--- src/rtl/pwm_pkg.sv ---
// Shared widths and constants for the PWM output peripheral.
package pwm_pkg;

  localparam int unsigned PWM_CNT_W = 8;
  localparam logic [PWM_CNT_W-1:0] PWM_DUTY_FULL = 8'hFF;
  localparam int unsigned NUM_PINS = 16;

endpackage : pwm_pkg

--- src/rtl/pwm_peripheral_if.sv ---
// Configuration register bundle handed from the SPI register stage to the PWM peripheral.
interface pwm_peripheral_if;

  logic [7:0] en_reg_out_7_0;
  logic [7:0] en_reg_out_15_8;
  logic [7:0] en_reg_pwm_7_0;
  logic [7:0] en_reg_pwm_15_8;
  logic [7:0] pwm_duty_cycle;

  modport master (
    output en_reg_out_7_0, en_reg_out_15_8,
    output en_reg_pwm_7_0, en_reg_pwm_15_8,
    output pwm_duty_cycle
  );

  modport slave (
    input en_reg_out_7_0, en_reg_out_15_8,
    input en_reg_pwm_7_0, en_reg_pwm_15_8,
    input pwm_duty_cycle
  );

endinterface : pwm_peripheral_if

--- src/rtl/pwm_prescaler.sv ---
// Divides clk by CLK_DIV; tick_o is high for the last clk of every CLK_DIV-cycle window.
module pwm_prescaler #(
  parameter int unsigned CLK_DIV = 13
) (
  input  logic clk,
  input  logic rst_n,
  output logic tick_o
);

  localparam int unsigned CW = (CLK_DIV > 1) ? $clog2(CLK_DIV) : 1;
  localparam logic [CW-1:0] LAST = CW'(CLK_DIV - 1);

  logic [CW-1:0] cnt_q, cnt_d;

  assign tick_o = (cnt_q == LAST);

  // NOTE: combinational blocks assign every output on every path so no latch is inferred.
  always_comb begin
    cnt_d = tick_o ? '0 : cnt_q + 1'b1;
  end

  // NOTE: sequential state uses non-blocking assignments so all flops update from pre-edge values.
  always_ff @(posedge clk or negedge rst_n) begin
    if (!rst_n) cnt_q <= '0;
    else        cnt_q <= cnt_d;
  end

endmodule : pwm_prescaler

--- src/rtl/pwm_peripheral.sv ---
// 16-pin output stage: each pin forced low, forced high or driven by a shared 8-bit PWM.
// Build option PWM_SHADOW_EN: duty is shadowed and only reloaded at the period wrap.
module pwm_peripheral
  import pwm_pkg::*;
#(
  parameter int unsigned CLK_DIV = 13
) (
  input  logic                clk,
  input  logic                rst_n,
  pwm_peripheral_if.slave     cfg,
  output logic [NUM_PINS-1:0] out,
  output logic                period_start
);

  logic                 tick;
  logic                 wrap;
  logic                 pwm_raw;
  logic [PWM_CNT_W-1:0] pwm_cnt_q, pwm_cnt_d;
  logic [PWM_CNT_W-1:0] duty;
  logic [NUM_PINS-1:0]  en_out, en_pwm;
  logic [NUM_PINS-1:0]  out_q, out_d;
  logic                 period_start_q;

  pwm_prescaler #(.CLK_DIV(CLK_DIV)) u_prescaler (
    .clk   (clk),
    .rst_n (rst_n),
    .tick_o(tick)
  );

  assign wrap = tick && (pwm_cnt_q == '1);

`ifdef PWM_SHADOW_EN
  logic [PWM_CNT_W-1:0] duty_q;

  // Reload exactly when the count rolls over, so a mid-period write never cuts a pulse short.
  always_ff @(posedge clk or negedge rst_n) begin
    if (!rst_n)    duty_q <= '0;
    else if (wrap) duty_q <= cfg.pwm_duty_cycle;
  end

  assign duty = duty_q;
`else
  assign duty = cfg.pwm_duty_cycle;
`endif

  assign en_out = {cfg.en_reg_out_15_8, cfg.en_reg_out_7_0};
  assign en_pwm = {cfg.en_reg_pwm_15_8, cfg.en_reg_pwm_7_0};

  // Full-scale duty is a true 100 %, not 255/256.
  assign pwm_raw = (duty == PWM_DUTY_FULL) || (pwm_cnt_q < duty);

  always_comb begin
    pwm_cnt_d = tick ? pwm_cnt_q + 1'b1 : pwm_cnt_q;
    out_d     = en_out & (~en_pwm | {NUM_PINS{pwm_raw}});
  end

  always_ff @(posedge clk or negedge rst_n) begin
    if (!rst_n) begin
      pwm_cnt_q      <= '0;
      out_q          <= '0;
      period_start_q <= 1'b0;
    end else begin
      pwm_cnt_q      <= pwm_cnt_d;
      out_q          <= out_d;
      period_start_q <= wrap;
    end
  end

  assign out          = out_q;
  assign period_start = period_start_q;

endmodule : pwm_peripheral

--- src/flat_wrapper.sv ---
// flat-port wrapper written by rule: the top's interface ports become plain ports
module pwm_peripheral_flat import pwm_pkg::*;
#(
  parameter int unsigned CLK_DIV = 13
)
  (clk, rst_n, out, period_start, cfg_en_reg_out_7_0, cfg_en_reg_out_15_8, cfg_en_reg_pwm_7_0, cfg_en_reg_pwm_15_8, cfg_pwm_duty_cycle);
  pwm_peripheral_if cfg_i ();
  input  logic clk;
  input  logic rst_n;
  output logic [NUM_PINS-1:0] out;
  output logic period_start;
  input wire logic [$bits(cfg_i.en_reg_out_7_0)-1:0] cfg_en_reg_out_7_0;
  input wire logic [$bits(cfg_i.en_reg_out_15_8)-1:0] cfg_en_reg_out_15_8;
  input wire logic [$bits(cfg_i.en_reg_pwm_7_0)-1:0] cfg_en_reg_pwm_7_0;
  input wire logic [$bits(cfg_i.en_reg_pwm_15_8)-1:0] cfg_en_reg_pwm_15_8;
  input wire logic [$bits(cfg_i.pwm_duty_cycle)-1:0] cfg_pwm_duty_cycle;
  assign cfg_i.en_reg_out_7_0 = cfg_en_reg_out_7_0;
  assign cfg_i.en_reg_out_15_8 = cfg_en_reg_out_15_8;
  assign cfg_i.en_reg_pwm_7_0 = cfg_en_reg_pwm_7_0;
  assign cfg_i.en_reg_pwm_15_8 = cfg_en_reg_pwm_15_8;
  assign cfg_i.pwm_duty_cycle = cfg_pwm_duty_cycle;
  pwm_peripheral #(.CLK_DIV(CLK_DIV)) u_core (.clk(clk), .rst_n(rst_n), .cfg(cfg_i), .out(out), .period_start(period_start));
endmodule
--- config.mk ---
export PLATFORM = sky130hd
export DESIGN_NAME = pwm_peripheral_flat
export DESIGN_NICKNAME = d
export VERILOG_FILES = /design/src/rtl/pwm_pkg.sv /design/src/rtl/pwm_peripheral_if.sv /design/src/rtl/pwm_prescaler.sv /design/src/rtl/pwm_peripheral.sv /design/src/flat_wrapper.sv
export SDC_FILE = /design/constraint.sdc
export NUM_CORES = 1
export LEC_CHECK = 0
export ABC_CLOCK_PERIOD_IN_PS = 4000
export BUFFER_PORTS_ARGS = -buffer_cell sky130_fd_sc_hd__buf_2
export CORE_ASPECT_RATIO = 2
export CORE_MARGIN = 2
export CORE_UTILIZATION = 52
export CTS_BUF_LIST = sky130_fd_sc_hd__clkbuf_8
export DETAILED_ROUTE_END_ITERATION = 10
export HOLD_SLACK_MARGIN = 0.05
export PLACE_DENSITY = 0.93
export SETUP_SLACK_MARGIN = 0.3
export SLEW_MARGIN = 30
export SYNTH_ARGS = -nofsm -noshare
export SYNTH_HDL_FRONTEND = slang
export SYNTH_HIERARCHICAL = 1
export SYNTH_SLANG_ARGS = --single-unit
--- constraint.sdc ---
create_clock -name clk -period 4 [get_ports clk]
set_clock_uncertainty 0.2 [all_clocks]
set_input_delay 0.2 -clock clk [delete_from_list [all_inputs] [get_ports clk]]
set_output_delay 0.2 -clock clk [all_outputs]
set_load 0.05 [all_outputs]
==> out/summary.md <==
The flow ran to the end, and the final reports show no timing, DRC or antenna violations. Clock-pin slew was measured on the worst setup and hold paths at 0.07 ns. The hold violation total from the final report was 0; the total grt overflow was 0.

The slew of the pin with the lowest slew margin was 0.6426 ns. The tools report the detailed-router iteration count before antenna repair as 4. The final route contains 1269 vias. The count of nets left with antenna violations once routing finished came out at 0. Share of async-settable or async-resettable flops after synthesis: 1.000. The logs give 30 for the pin count of the biggest net entering global routing and 28 for the number of unique standard cell types used by synthesis. The warning count from the yosys run is 6. The max-slew violation count was 0; the global-route track usage on met3 was 0.1254.

The total of flip-flops plus latches after synthesis works out to 29. Category of the most critical setup path: flop to flop. Synthesis produced a netlist whose cell count is 107. Summed over all layers, the routed wires come to 4382 um.

The run gives 0.29 ns as the clock latency of the later-clocked register in the worst-skew pair. TritonCTS built the clock tree. The die covers 0.003084 mm^2. The instance count after placement with tap cells included was 193.

The worst setup path is launched from a flop. The H-tree was split into 2 levels. Via count of the first global-routing pass: 1448. Setup violations remaining at the end of the flow were counted as 0. The number of cells upsized or downsized after cts was 0.

Overall die width: 40.28 um. The largest total area in the synthesized netlist belongs to dfrtp_1. In this run the mean area of a mapped cell was 12.79 um^2. The total of hold buffers inserted after clock tree synthesis was 33.

For this run, the leading register cell type out of synthesis is dfrtp_1. The floorplan step defined a core boundary enclosing 0.002537 mm^2. By count the netlist is led by 29 x dfrtp_1, 10 x a21boi_2, 10 x ha_1, 10 x inv_1.

Dividing the detail-routed via count by the number of cells gives 5.423. Adding up every negative setup slack in the final design gives 0 ns. The average wire length per cell after detail routing was 18.73 um; the initial antenna violation count was 0. Summed over all nets, the half-perimeter wirelength after detailed placement is 2278 um.

The run gives 0.0002888 V as the maximum vdd ir drop. Final design area excluding fillers: 0.002122 mm^2. met2 is the most crowded layer. Relative to the synthesized area, the layout overhead comes to 55.03%. Clock sink count: 29. Data on the critical path is required at its endpoint by 3.97 ns. The share of final-layout standard cells stronger than drive strength 1 came out at 0.3981.

Data arrival time of the critical path: 2.63 ns. Worst min-delay path category: input pin to asynchronous set/reset pin. The buffering stage count on the worst path with inverters included was 2. In the post-synthesis netlist, the biggest area contributors are dfrtp_1 53%, ha_1 9.1%, a21boi_2 8.2%. After clock tree synthesis, the setup repair step added 0 buffers.

The repair_antennas step left the layout with diodes totalling 0. Routability-driven placement finished with a final weighted congestion of 0.7951. In this run the vertical extent of the chip is 76.56 um.

The completed layout was analyzed and its total power is 696.9 uW. Counting the buffers created by CTS gives 5. Traced cell by cell, the critical path runs through ha_1 > and4_1 > o21ai_2 > o32ai_2 > buf_4 > a21boi_0 > dlygate4sd3_1. The run gives 2 as the maximum count of clock buffers along a single path.

On the worst path, the slowest cell contributes a delay of 0.59 ns. The logs give 0.001690 mm^2 for the cell area after placement and 6865 um for the global-route wire length before repair. Setup repair after global routing left no endpoint under its margin. Static timing analysis puts the maximum clock frequency at 0.3754 GHz. The number of cells on the worst reg-to-reg path is 7. The met1 track demand over resource is 0.3215.

When the netlist entered floorplanning its net count stood at 159. The total power divided by cell area works out to 328.4 mW/mm^2. The finished layout holds 234 standard cells, fillers aside. For this block, the initial DRC count from the detailed router was 45.

For the I/O pin count, the log shows 59. The worst setup path is captured at a flop. The run gives 257 as the net count reported at finish.

For the effective utilization at floorplan, the log shows 0.5394. The most common cell in the synthesized netlist is dfrtp_1. The share of the yosys chip area belonging to registers is 0.5302. The count of port buffers added during placement is 58, and the global-route total usage across every layer is 0.3363. The worst relative slew slack is 0.5716, and the share of the cycle needed by the critical path after routing is 0.6659. The cell type group with the largest total delay on the critical path was buffers and inverters. The number of design rule violations left after detail routing is 0. The top cell type's share of synthesized area came out at 0.5302.

The number of placement rows was 26. The shortest period the worst path allows is 2.664 ns. Post-synthesis instance area: 0.001369 mm^2.

The tree is rooted in a clkbuf_8. The launch point of the worst reg-to-reg path is u_core/pwm_cnt_q[5]$_DFFE_PN0P_. For the number of maximum-capacitance constraint violations, the log shows 0. The tools report the worst reg2reg path endpoint as u_core/out[15]$_DFF_PN0_. The critical-path cell with the highest stage delay was dlygate4sd3_1. The minimum setup slack among reg-to-reg paths is 1.34 ns, and the global routing met2 resource utilization is 0.5403. Along the worst path, the maximum fanout reaches 16. The leakage power summed over all cells is 0.001061 uW. The number of enable-type register cells in the synthesized netlist works out to 0.
metrics by stage:
stage	utilization	hold slack (ns)	worst slack (ns)
floorplan	-	-0.2956	2.088
global placement	0.6662	0.03988	2.067
detailed placement	0.6662	0.05496	1.976
CTS	0.8363	0.2901	1.425
global route	0.8363	0.3367	1.261
finish	0.8363	0.2648	1.336
power breakdown:
part	leakage [uW]	internal (uW)	total [uW]	switching, uW
Combinational	0.000658	51.5	115	63.7
Clock	0.0000542	155	277	121
Sequential	0.000348	302	305	3.44
layer usage:
layer	part of all wire	up-vias
met1	0.31	593
met3	0.077	24
met4	0.064	0
li1	-	568
met2	0.54	84
met5	0	-
cell type report:
class                   instances  area [um^2]
well taps                      28        35.03
flip-flops and latches         29        725.7
inverters                      10        37.54
clock inverters                 1        5.005
clock buffers                   7        96.34
repair buffers                 92        628.1
fillers                       126        415.4
multi-input cells              67        594.3
registers in the layout (all words and copies together) (netlist names):
signal                    count
u_core/out                   16
u_core/period_start           1
u_core/u_prescaler/cnt_q      4
u_core/pwm_cnt_q              8
worst max-delay path by stage:
stage	from	end	slack, ns	depth (start not counted)
after floorplan	u_core/pwm_cnt_q[6]$_DFFE_PN0P_	u_core/out[10]$_DFF_PN0_	2.09	6
after global placement	u_core/pwm_cnt_q[5]$_DFFE_PN0P_	u_core/out[4]$_DFF_PN0_	2.07	6
after detailed placement	u_core/pwm_cnt_q[6]$_DFFE_PN0P_	u_core/out[4]$_DFF_PN0_	1.98	6
after CTS	u_core/pwm_cnt_q[6]$_DFFE_PN0P_	u_core/out[4]$_DFF_PN0_	1.42	7
after global routing	u_core/pwm_cnt_q[5]$_DFFE_PN0P_	u_core/out[15]$_DFF_PN0_	1.26	7
final	u_core/pwm_cnt_q[5]$_DFFE_PN0P_	u_core/out[15]$_DFF_PN0_	1.34	7
layout by cell type, fill, tap and decap left out, types with 2 or more instances in the layout:
master | netlist | final
buf_2 | 0 | 58
dlygate4sd3_1 | 0 | 33
dfrtp_1 | 29 | 29
inv_1 | 10 | 10
a21boi_2 | 10 | 10
ha_1 | 10 | 10
clkbuf_8 | 0 | 7
a21boi_0 | 6 | 6
xnor2_1 | 6 | 6
nand4_1 | 5 | 5
nand2_1 | 5 | 5
nor2_1 | 4 | 4
and3_1 | 3 | 3
nand2b_1 | 2 | 2
cells by family (layout without fill, tap and decap cells):
logic type	count (synthesis)	after routing	share of synthesized area
AOI/OAI and AO/OA	25	25	0.1865
DFF	29	29	0.5302
adders and majority gates	10	10	0.09141
xor gates and xnor gates	7	7	0.04479
muxes	1	1	0.008226
buffers and inverters	11	110	0.03565
and+or+nand+nor	24	24	0.1033
worst register-to-register path: cells and delay by family, from the launching register on:
kind	cells	cell delay (ns)
fa+ha+maj	1	0.32
flops	1	0.43
simple gates	1	0.21
buf+inv	2	0.90
compound gates	3	0.49
No activity file was read; power rests on OpenSTA's default activity.
